### src/rtl/barrel_shifter_pipe.sv
// barrel_shifter_pipe: pipelined barrel shifter with valid/ready handshakes.
//
// Shifts or rotates a WIDTH-bit word left or right by 0..WIDTH-1 positions.
// Stage k applies a conditional shift of 2^k, so there are $clog2(WIDTH) stages
// and a beat takes STAGES cycles from acceptance to out_valid. WIDTH must be a
// power of two and at least 4.
//
// Ports:
//   clk        system clock, rising edge
//   rst_n      asynchronous active-low reset
//   in_valid   input beat present
//   in_ready   stage 0 can accept a beat this cycle
//   in_data    operand
//   in_shamt   shift amount
//   in_dir     0 = left, 1 = right
//   in_mode    00 logical, 01 rotate, 10 arithmetic, 11 treated as logical
//   out_valid  result beat present
//   out_ready  downstream accepts the result
//   out_data   shifted result
//   out_zero   high when out_data == 0 (registered with the last stage)
module barrel_shifter_pipe #(
    parameter int unsigned WIDTH = 16,
    localparam int unsigned SHW = $clog2(WIDTH),
    localparam int unsigned STAGES = SHW
) (
    input  logic             clk,
    input  logic             rst_n,
    input  logic             in_valid,
    output logic             in_ready,
    input  logic [WIDTH-1:0] in_data,
    input  logic [SHW-1:0]   in_shamt,
    input  logic             in_dir,
    input  logic [1:0]       in_mode,
    output logic             out_valid,
    input  logic             out_ready,
    output logic [WIDTH-1:0] out_data,
    output logic             out_zero
);

    // Per-stage registers
    logic [STAGES-1:0] valid_q;
    logic [WIDTH-1:0]  data_q  [STAGES];
    logic [SHW-1:0]    shamt_q [STAGES];
    logic [STAGES-1:0] dir_q;
    logic [1:0]        mode_q  [STAGES];
    logic              zero_q;

    // Per-stage inputs (stage 0 from the ports, stage k from stage k-1)
    logic              stage_valid [STAGES];
    logic [WIDTH-1:0]  stage_data  [STAGES];
    logic [SHW-1:0]    stage_shamt [STAGES];
    logic              stage_dir   [STAGES];
    logic [1:0]        stage_mode  [STAGES];
    logic [WIDTH-1:0]  shifted     [STAGES];

    logic [STAGES:0]   ready;

    // Ready chain resolved from the output backwards; an empty stage always
    // accepts, so bubbles collapse even while downstream is stalled.
    always_comb begin
        ready = '0;
        ready[STAGES] = out_ready;
        for (int k = STAGES - 1; k >= 0; k--) begin
            ready[k] = !valid_q[k] || ready[k+1];
        end
    end

    always_comb begin
        stage_valid[0] = in_valid;
        stage_data[0]  = in_data;
        stage_shamt[0] = in_shamt;
        stage_dir[0]   = in_dir;
        stage_mode[0]  = in_mode;
        for (int k = 1; k < STAGES; k++) begin
            stage_valid[k] = valid_q[k-1];
            stage_data[k]  = data_q[k-1];
            stage_shamt[k] = shamt_q[k-1];
            stage_dir[k]   = dir_q[k-1];
            stage_mode[k]  = mode_q[k-1];
        end
    end

    for (genvar k = 0; k < STAGES; k++) begin : g_stage
        localparam int unsigned S = 1 << k;

        logic [WIDTH-1:0] w;
        logic [WIDTH-1:0] sh;
        logic             is_rot;
        logic             is_arith;

        always_comb begin
            w        = stage_data[k];
            sh       = w;
            is_rot   = (stage_mode[k] == 2'b01);
            // Arithmetic only differs from logical on a right shift
            is_arith = (stage_mode[k] == 2'b10);
            if (stage_shamt[k][k]) begin
                if (!stage_dir[k]) begin
                    if (is_rot) sh = {w[WIDTH-1-S:0], w[WIDTH-1:WIDTH-S]};
                    else        sh = {w[WIDTH-1-S:0], {S{1'b0}}};
                end else begin
                    if (is_rot)        sh = {w[S-1:0], w[WIDTH-1:S]};
                    else if (is_arith) sh = {{S{w[WIDTH-1]}}, w[WIDTH-1:S]};
                    else               sh = {{S{1'b0}}, w[WIDTH-1:S]};
                end
            end
        end

        assign shifted[k] = sh;
    end

    always_ff @(posedge clk or negedge rst_n) begin
        if (!rst_n) begin
            valid_q <= '0;
            dir_q   <= '0;
            zero_q  <= 1'b0;
            for (int k = 0; k < STAGES; k++) begin
                data_q[k]  <= '0;
                shamt_q[k] <= '0;
                mode_q[k]  <= '0;
            end
        end else begin
            for (int k = 0; k < STAGES; k++) begin
                if (ready[k]) begin
                    valid_q[k] <= stage_valid[k];
                    data_q[k]  <= shifted[k];
                    shamt_q[k] <= stage_shamt[k];
                    dir_q[k]   <= stage_dir[k];
                    mode_q[k]  <= stage_mode[k];
                end
            end
            if (ready[STAGES-1]) begin
                zero_q <= (shifted[STAGES-1] == '0);
            end
        end
    end

    assign in_ready  = ready[0];
    assign out_valid = valid_q[STAGES-1];
    assign out_data  = data_q[STAGES-1];
    assign out_zero  = zero_q;

endmodule
### config.mk
export PLATFORM = sky130hd
export DESIGN_NAME = barrel_shifter_pipe
export DESIGN_NICKNAME = d
export VERILOG_FILES = /design/src/rtl/barrel_shifter_pipe.sv
export SDC_FILE = /design/constraint.sdc
export NUM_CORES = 1
export LEC_CHECK = 0
export ABC_CLOCK_PERIOD_IN_PS = 2550
export BUFFER_PORTS_ARGS = -buffer_cell sky130_fd_sc_hd__buf_2
export CORE_AREA = 5 5 128 130
export CTS_BUF_LIST = sky130_fd_sc_hd__clkbuf_8 sky130_fd_sc_hd__clkbuf_16
export CTS_CLUSTER_DIAMETER = 60
export CTS_CLUSTER_SIZE = 28
export DETAILED_ROUTE_END_ITERATION = 10
export DIE_AREA = 0 0 133 135
export PLACE_DENSITY_LB_ADDON = 0.12
export SLEW_MARGIN = 20
export SYNTH_ARGS = -nofsm -noshare
export SYNTH_HDL_FRONTEND = slang
export SYNTH_SLANG_ARGS = --single-unit
### constraint.sdc
create_clock -name clk -period 2.55 [get_ports clk]
set_input_delay 0 -clock clk [delete_from_list [all_inputs] [get_ports clk]]
set_output_delay 0 -clock clk [all_outputs]
set_load 0.01 [all_outputs]
==> impl_metrics.tcl <==
set metrics [dict create \
    p_per_area_nw_per_um2 901 \
    final_cell_mix "nand2_1 (109), dfrtp_1 (84), o21ai_1 (44), buf_2 (44), o21ai_0 (41)" \
    synth_nets 521 \
    drtAntennaViolNets 0 \
    cts_setup_buffers 0 \
    met2_usage 0.187 \
    combPwrFrac 0.242 \
    yosys_register_bits 84 \
    netlist_area_sq_um 4410 \
    seqPwrFrac 0.453 \
    grtUsageTotal 0.125 \
    wl_per_cell_um 14.8 \
    synth_seq_area_share 0.477 \
    ir_worst_vdd_uv 330 \
    syn2layout_area_growth_pct 19.3 \
    cts-htree-levels 3 \
    r2r-start "valid_q[3]$_DFFE_PN0P_" \
    final_nets 562 \
    yosysWarnings 0 \
    drt_iter0_drc 225 \
    ios 46 \
    die_area_sq_um 18000 \
    drive_gt1_frac 0.139 \
    worst_pin_slew_ns 0.910 \
    maxCapViolCount 0 \
    startpoint_type "flip-flop" \
    portBuffers 45 \
    rows 45 \
    final_common_cell "nand2_1" \
    cts_root_buf "clkbuf_16" \
    dp_hpwl_um 7810 \
    required_ns 2.77 \
    holdBufCountCts 14 \
    drv_slew 0 \
    die_x_um 133 \
    fmax_ghz 0.584 \
    hold_end "g_stage[1].w[8]$_DFFE_PN0P_" \
    met1_usage 0.181 \
    clk_pin_slew_ns 0.06 \
    grt_pass1_wl_um 18100 \
    synthCells 494 \
    tns_ns 0 \
    drtPass1Iterations 4 \
    antennaDiodeCount 0 \
    r2r_end "mode_q[3]$_DFFE_PN0P_" \
    die_h_um 135 \
    post_cts_resized 0 \
    rsz0062_at_grt "no" \
    clock-sinks 84 \
    relSlewSlack 0.394 \
    arrival_ns 1.93 \
    grt_pass1_vias 3411 \
    global_route.peak_usage_layer "met2" \
    clock_path_buffers 2 \
    setup-violations-final 0 \
    gp_congestion 0.795 \
    synth_top_cell_area_share 0.477 \
    switchingPower_mw 1.62 \
    grt_antenna_before_repair 0 \
    reg2regPathDepth 5 \
    worst-setup-path-type "flip-flop to flip-flop" \
    cp_max_fo 37 \
    stdcell_area_sq_um 5260 \
    clock_skew_ns 0.00934 \
    numCtsBuffers 9 \
    layout_min_cycle_time_ns 1.71 \
    post-route-drc-count 0 \
    initial_core_util 0.293 \
    grt_overflow 0 \
    cp-end-kind "flip-flop" \
    synth.distinct_cells 38 \
    r2r_slack_ns 0.84 \
    syn_area_per_cell_sq_um 8.93 \
    core_sq_um 15000 \
    via_count 3599 \
    placed_cell_area_sq_um 4790 \
    hold_violations 0 \
    finalCritPeriodShare 0.671 \
    cts_tree "done" \
    clock_latency_ns 0.34 \
    outcome "finished, final reports clean" \
    min_from "in_data[8]" \
    met3_usage 0.0231 \
    grt_start_max_net_pins 85 \
    vias_per_cell 4.94 \
    clkPwrFrac 0.305 \
    synth_area_leaders "dfrtp_1 (48%), nand2_1 (9.3%), mux2i_1 (9.1%), o21ai_1 (5.0%), o21ai_0 (4.7%)" \
    min_path_cells 3 \
    worstHoldPathType "input port to flip-flop" \
    power_switching_share 0.341 \
    intPower_mw 3.13 \
    leakage_nw 2.28 \
    synth_area_leader_cell "dfrtp_1" \
    routed_wirelength_um 10800 \
]
[through the flow]
step	setup WS, ns	utilization	hold WS (ns)	cells	power [mW]
after CTS	0.820	0.350	0.00301	728	4.82
after floorplan	1.07	-	-0.296	494	2.85
after global placement	0.854	0.318	0.0711	698	3.31
after global routing	0.684	0.350	0.0246	728	5.07
final	0.838	0.350	0.0177	728	4.74
after detailed placement	0.816	0.318	0.0723	698	3.33
[final cells by class]
type	instances	area, sq um
Fill cell	1537	9770
Tap cell	188	235
Clock inverter	5	83.8
Sequential cell	84	2100
Timing Repair Buffer	66	433
Inverter	5	18.8
Clock buffer	11	253
Multi-Input combinational cell	369	2140
[worst max-delay path by stage]
stage,cells past startpoint,endpoint,from
after floorplan,4,out_zero$_DFFE_PN0P_,g_stage[3].w[5]$_DFFE_PN0P_
after global placement,5,dir_q[2]$_DFFE_PN0P_,valid_q[3]$_DFFE_PN0P_
after detailed placement,5,mode_q[3]$_DFFE_PN0P_,valid_q[3]$_DFFE_PN0P_
after CTS,5,mode_q[3]$_DFFE_PN0P_,valid_q[3]$_DFFE_PN0P_
after global routing,5,mode_q[3]$_DFFE_PN0P_,valid_q[3]$_DFFE_PN0P_
final,5,mode_q[3]$_DFFE_PN0P_,valid_q[3]$_DFFE_PN0P_
[flip-flops by register name, indices dropped and copies added, names as in the netlist]
signal / cells
out_data: 16
shamt_q: 6
dir_q: 3
valid_q: 4
out_zero: 1
mode_q: 6
g_stage.w: 48
[power groups by stage]
stage | Combinational [mW] | Sequential (mW) | Clock, mW
final | 1.15 | 2.15 | 1.45
after global routing | 1.31 | 2.22 | 1.54
after CTS | 1.17 | 2.16 | 1.49
after detailed placement | 1.16 | 2.18 | 0
after global placement | 1.14 | 2.17 | 0
after floorplan | 0.845 | 2.00 | 0
[per-layer routing]
metal / routed length (um) / vias up
li1: - / 1823
met1: 5570 / 1715
met2: 4730 / 50
met3: 310 / 11
met4: 168 / 0
met5: 0 / -
[cells in the mapped netlist]
cell type and n:
nand4b_1 2, nor4_1 2, dfrtp_1 84, nand3_2 1, o21ai_1 44, a221oi_1 9
buf_1 3, mux2i_1 40, o21ai_2 1, mux2_1 9, a41o_1 1, or2_1 2
a22oi_1 3, a21o_1 4, nand2b_1 4, nand4_1 1, nor4_2 1, o31a_1 1
nor2_1 36, o31ai_1 6, o211ai_1 7, or4_1 1, and4b_1 1, a22oi_2 1
a31oi_1 7, o21ai_0 41, nand4bb_1 1, buf_2 13, nand2_1 109, clkbuf_1 20
a21oi_1 9, nand3b_1 16, inv_1 3, inv_2 2, nor2b_1 1, a211oi_1 4
and2_1 3, a21oi_2 1
[cell families after synthesis]
group | count (synthesis) | share of synthesized area
multiplexers | 49 | 0.114
flip-flops | 84 | 0.477
buffers and inverters | 41 | 0.0386
AND/OR/NAND/NOR | 181 | 0.185
AO/OA/AOI/OAI | 139 | 0.186
[critical path, cell delays in order (launching register included)]
cell and delay, ns:
dfrtp_1 0.37, nor2b_1 0.13, buf_4 0.24, and2_1 0.15, buf_4 0.32, mux2_1 0.37
Note: power is estimated with default switching activity, not from simulation.
